**config.mk**
```make
export PLATFORM = sky130hd
export DESIGN_NAME = unified_mem_arbiter
export DESIGN_NICKNAME = d
export VERILOG_FILES = /design/src/rtl/unified_mem_arbiter.sv
export SDC_FILE = /design/constraint.sdc
export NUM_CORES = 1
export LEC_CHECK = 0
export CAP_MARGIN = 10
export CORE_AREA = 5 5 186 188
export DETAILED_ROUTE_END_ITERATION = 8
export DIE_AREA = 0 0 191 193
export GPL_TIMING_DRIVEN = 1
export PLACE_DENSITY_LB_ADDON = 0.3
export SETUP_SLACK_MARGIN = 0.15
export SYNTH_ARGS = -nofsm -noshare
export SYNTH_HDL_FRONTEND = slang
export SYNTH_SLANG_ARGS = --single-unit
```
**constraint.sdc**
```tcl
create_clock -name clk -period 1.8 [get_ports clk]
set_clock_uncertainty 0.1 [all_clocks]
set_input_delay 0.27 -clock clk [delete_from_list [all_inputs] [get_ports clk]]
set_output_delay 0.27 -clock clk [all_outputs]
set_load 0.05 [all_outputs]
```
**src/rtl/unified_mem_arbiter.sv**
```systemverilog
// Arbitrates one fixed-latency single-port memory between the fetch and data ports
// of the core, sequencing each access through IDLE/ISSUE/WAIT/RESP.
module unified_mem_arbiter #(
    parameter int ADDR_W     = 64,
    parameter int DATA_W     = 64,
    parameter int MEM_LAT    = 2,
    parameter int STARVE_MAX = 4
) (
    input  logic              clk,
    input  logic              reset,
    input  logic              if_req,
    input  logic [ADDR_W-1:0] if_addr,
    output logic [31:0]       if_rdata,
    output logic              if_done,
    input  logic              d_req,
    input  logic              d_we,
    input  logic [ADDR_W-1:0] d_addr,
    input  logic [DATA_W-1:0] d_wdata,
    output logic [DATA_W-1:0] d_rdata,
    output logic              d_done,
    output logic              mem_en,
    output logic              mem_we,
    output logic [ADDR_W-1:0] mem_addr,
    output logic [DATA_W-1:0] mem_wdata,
    input  logic [DATA_W-1:0] mem_rdata,
    output logic              stall
);

    localparam int SC_W = $clog2(STARVE_MAX + 1);

    typedef enum logic [1:0] {IDLE, ISSUE, WAIT, RESP} state_e;

    state_e            state_q, state_d;
    logic              owner_q, owner_d;      // 1 = data port owns the access
    logic              we_q, we_d;
    logic [ADDR_W-1:0] mem_addr_q, mem_addr_d;
    logic [DATA_W-1:0] mem_wdata_q, mem_wdata_d;
    logic [3:0]        lat_cnt_q, lat_cnt_d;
    logic [SC_W-1:0]   starve_cnt_q, starve_cnt_d;
    logic [31:0]       if_rdata_q, if_rdata_d;
    logic [DATA_W-1:0] d_rdata_q, d_rdata_d;
    logic              grant_data;

    always_comb begin
        state_d      = state_q;
        owner_d      = owner_q;
        we_d         = we_q;
        mem_addr_d   = mem_addr_q;
        mem_wdata_d  = mem_wdata_q;
        lat_cnt_d    = lat_cnt_q;
        starve_cnt_d = starve_cnt_q;
        if_rdata_d   = if_rdata_q;
        d_rdata_d    = d_rdata_q;
        grant_data   = 1'b0;

        case (state_q)
            IDLE: begin
                if (if_req || d_req) begin
                    grant_data  = d_req && !(if_req && starve_cnt_q == SC_W'(STARVE_MAX));
                    owner_d     = grant_data;
                    we_d        = grant_data && d_we;
                    mem_addr_d  = grant_data ? d_addr : if_addr;
                    mem_wdata_d = d_wdata;
                    // Only data grants that bypass a waiting fetch count toward starvation.
                    if (grant_data && if_req) begin
                        if (starve_cnt_q != SC_W'(STARVE_MAX)) begin
                            starve_cnt_d = starve_cnt_q + 1'b1;
                        end
                    end else begin
                        starve_cnt_d = '0;
                    end
                    state_d = ISSUE;
                end
            end
            ISSUE: begin
                lat_cnt_d = 4'd1;
                state_d   = WAIT;
            end
            WAIT: begin
                lat_cnt_d = lat_cnt_q + 4'd1;
                if (lat_cnt_q == 4'(MEM_LAT)) begin
                    if (!owner_q) begin
                        if_rdata_d = mem_addr_q[2] ? mem_rdata[63:32] : mem_rdata[31:0];
                    end else if (!we_q) begin
                        d_rdata_d = mem_rdata;
                    end
                    state_d = RESP;
                end
            end
            RESP: begin
                state_d = IDLE;
            end
            default: begin
                state_d = IDLE;
            end
        endcase
    end

    always_ff @(posedge clk) begin
        if (!reset) begin
            state_q      <= IDLE;
            owner_q      <= 1'b0;
            we_q         <= 1'b0;
            mem_addr_q   <= '0;
            mem_wdata_q  <= '0;
            lat_cnt_q    <= '0;
            starve_cnt_q <= '0;
            if_rdata_q   <= '0;
            d_rdata_q    <= '0;
        end else begin
            state_q      <= state_d;
            owner_q      <= owner_d;
            we_q         <= we_d;
            mem_addr_q   <= mem_addr_d;
            mem_wdata_q  <= mem_wdata_d;
            lat_cnt_q    <= lat_cnt_d;
            starve_cnt_q <= starve_cnt_d;
            if_rdata_q   <= if_rdata_d;
            d_rdata_q    <= d_rdata_d;
        end
    end

    assign mem_en    = (state_q == ISSUE);
    assign mem_we    = mem_en && we_q;
    assign mem_addr  = mem_addr_q;
    assign mem_wdata = mem_wdata_q;
    assign if_done   = (state_q == RESP) && !owner_q;
    assign d_done    = (state_q == RESP) && owner_q;
    assign if_rdata  = if_rdata_q;
    assign d_rdata   = d_rdata_q;
    assign stall     = (if_req && !if_done) || (d_req && !d_done);

endmodule

```
==> flow_summary.ini <==
[run_status]
status = complete, but fails checks
violations = setup timing

[worst_setup_path]
r2r_end = d_rdata[17]
r2r_slack_ns = -0.10
cp-end-kind = output port
required_ns = 1.43
critPathArrivalTime_ns = 1.55
cp-start-kind = flop
worstReg2RegStart = state_q[0]
path_max_fanout = 2
criticalPathCategory = reg -> out
r2r_cells = 11

[route]
drc_errors = 0
wire_per_inst_um = 20.8
wirelength_um = 45200
viasPerCell = 5.13
dr.pass1.iters = 5
postRouteAntennaNets = 0
drtIter0Drc = 593
num_vias = 11100

[synthesis]
synth_edf_count = 0
synth_warnings = 0
synth-async-reset-ratio_pct = 0
syn_nets = 1473
seq_area_frac_synth_pct = 44.3
netlist_instances = 1203
synth.top_cells.by_area = dfxtp_1 (44%), a21boi_1 (12%), a211oi_2 (7.1%)
netlist_area_mm2 = 0.0106
synth_top_cell_by_area = dfxtp_1
synth_ff_type = dfxtp_1
postSynthAreaPerCell_um2 = 8.83
ys_ff_latch = 235
synthDistinctLibCells = 40
synth_top_cell_area_share_pct = 44.3

[sta]
timing.final.hold_violations = 0
setup_slack_ns = -0.120
setup_viol = 78
timing.fmax_mhz = 521
rsz0062_at_grt = yes
slew_headroom_pct = 72.7
drv_slew = 0
tightest_slew_ns = 0.409
tns_ns = -2.12
min_period_ns = 1.92
fin_crit_sh_pct = 107

[layout]
nNetsFinal = 1975
nFillCells = 2885
seq_area_mm2 = 0.00471
multiInputGateArea_mm2 = 0.00605
layout-drive-gt1-share_pct = 35.2
utilization_pct = 56.2
area_delta_synth_final_pct = 74.1
fin_area_mm2 = 0.0185

[power_and_ir_drop]
p_int_mw = 14.0
switching_share_pct = 42.4
power_frac_clock_pct = 22.0
switchingPower_mw = 10.3
power.density_mw_per_mm2 = 1320
vdd_drop_max_v = 0.000729
seq_power_share_pct = 27.3
p_leak_nw = 7.04
power.total_mw = 24.4
combinationalPowerShare_pct = 50.8

[global_routing]
grt_max_degree = 65
grt_pass1_vias = 11100
grt-ovfl-total = 0
grt_antenna_before_repair = 4
grtUsageTotal_pct = 22.0
grt_pass1_wl_um = 64900

[clocking]
clk-insertion-delay-late_ns = 0.53
cts_buffer_depth = 3
cts-root-buf = clkbuf_16
clk_pin_slew_ns = 0.06
cts.htree.levels = 1
cts_tree = yes
cts_buffers = 27
clkSinkCount = 235

[floorplan]
die_area_mm2 = 0.0369
die_h_um = 193
start_util_pct = 32.3
core-area_mm2 = 0.0329
num_io_pins = 490
die_x_um = 191
rows = 67

[placed_design]
hpwl_um = 29600
pre_cts_ws_ns = -0.190
port_buffers = 489
place_area_mm2 = 0.0159
gp_congestion = 0.858

[worst_hold_path]
min_from = d_req
min_to = we_q
hold_class = in -> reg
whs_path_depth = 3

[job]
drv_cap = 0
-- sequential cells by signal, indices dropped and copies added (netlist names) --
register / count
lat_cnt_q: 4
mem_wdata: 64
mem_addr: 64
we_q: 1
owner_q: 1
d_rdata: 64
if_rdata: 32
state_q: 2
starve_cnt_q: 3
-- power groups by stage --
stage / logic (mW) / clock network, mW / registers (mW)
3_3_place_gp: 10.9 / 0 / 6.70
6_report: 12.4 / 5.35 / 6.64
4_1_cts: 12.0 / 5.50 / 6.63
5_1_grt: 13.1 / 5.75 / 6.75
2_1_floorplan: 3.98 / 0 / 9.54
3_5_place_dp: 11.0 / 0 / 6.71
-- layer usage --
metal	GRT usage, %	vias up	part of all wire (%)
met5	0	-	0.060
met4	8.09	4	4.2
met3	5.69	99	7.9
met2	38.7	424	50
met1	25.9	5313	38
li1	-	5306	-
-- kinds of logic (layout without fill, tap and decap cells) --
family | Yosys count | count (layout) | share of synthesized area [%]
fa+ha+maj | 9 | 9 | 1.06
buf+inv | 139 | 660 | 5.97
simple gates | 320 | 320 | 13.5
compound gates | 467 | 467 | 32.1
flops | 235 | 235 | 44.3
other cells | 0 | 1 | 0
mux | 33 | 33 | 3.11
-- metrics by stage --
| stage | cells | hold WS [ns] |
|---|---|---|
| after global placement | 2074 | 0.342 |
| after CTS | 2155 | 0.0620 |
| after global routing | 2173 | 0.0742 |
| final | 2173 | 0.0903 |
| after detailed placement | 2074 | 0.346 |
| after floorplan | 1203 | 0.305 |
-- layout make-up --
class                   instances  area share, %
clock inverters                 7          0.243
clock buffers                  41           4.42
multi-input cells             829           32.7
repair buffers                604           33.9
diodes                          1         0.0135
well taps                     448           3.03
inverters                       8          0.176
flip-flops and latches        235           25.5
-- synth_stat cells (6+ instances only) --
cell / count
nor2_1: 64
dfxtp_1: 235
nand3_1: 67
or3_1: 32
o21ai_1: 107
inv_1: 8
o21ai_0: 55
ha_1: 9
buf_2: 54
mux2i_1: 33
buf_1: 11
nand2_1: 136
a21boi_1: 164
clkbuf_1: 58
a211oi_2: 60
nor2b_1: 6
a211oi_1: 68
-- critical path, cell delays in order (launching register included) --
cell	delay, ns
dfxtp_2	0.32
buf_6	0.11
ha_4	0.15
nand2_2	0.08
a21oi_2	0.06
a21oi_4	0.14
buf_12	0.15
-- cells in the final DEF (no fill, tap or decap), drive strengths merged, types with 2 or more instances in the layout --
cell type / n
ha: 9
bufbuf: 3
and2: 3
mux2i: 33
nand3: 67
clkdlybuf4s50: 258
nor2: 64
buf: 332
nor3b: 2
or3: 32
clkinv: 6
inv: 9
a21oi: 3
o21ai: 163
a211oi: 128
and3: 2
nor2b: 6
a32oi: 2
a21boi: 164
nand2: 136
dfxtp: 235
clkbuf: 51
-- what timing repair did --
action                                 in CTS  in global routing
setup endpoints to repair                 208                238
pin swaps                                 110                 46
endpoints found under the hold margin       3                  0
cloned                                     16                 12
resized for setup                         135                 66
buffers inserted                           16                  5
hold buffers                                1                  0
-- worst max path at each step --
stage | endpoint | slack [ns] | startpoint | cells past startpoint
5_1_grt | mem_we | -0.18 | state_q[1] | 4
2_1_floorplan | if_rdata[27] | 0.12 | state_q[0] | 8
3_5_place_dp | mem_addr[43] | -0.19 | if_req | 6
6_report | stall | -0.12 | state_q[0] | 6
4_1_cts | stall | -0.15 | state_q[0] | 5
3_3_place_gp | mem_addr[2] | -0.13 | if_req | 6
Note: power is estimated with default switching activity, not from simulation.
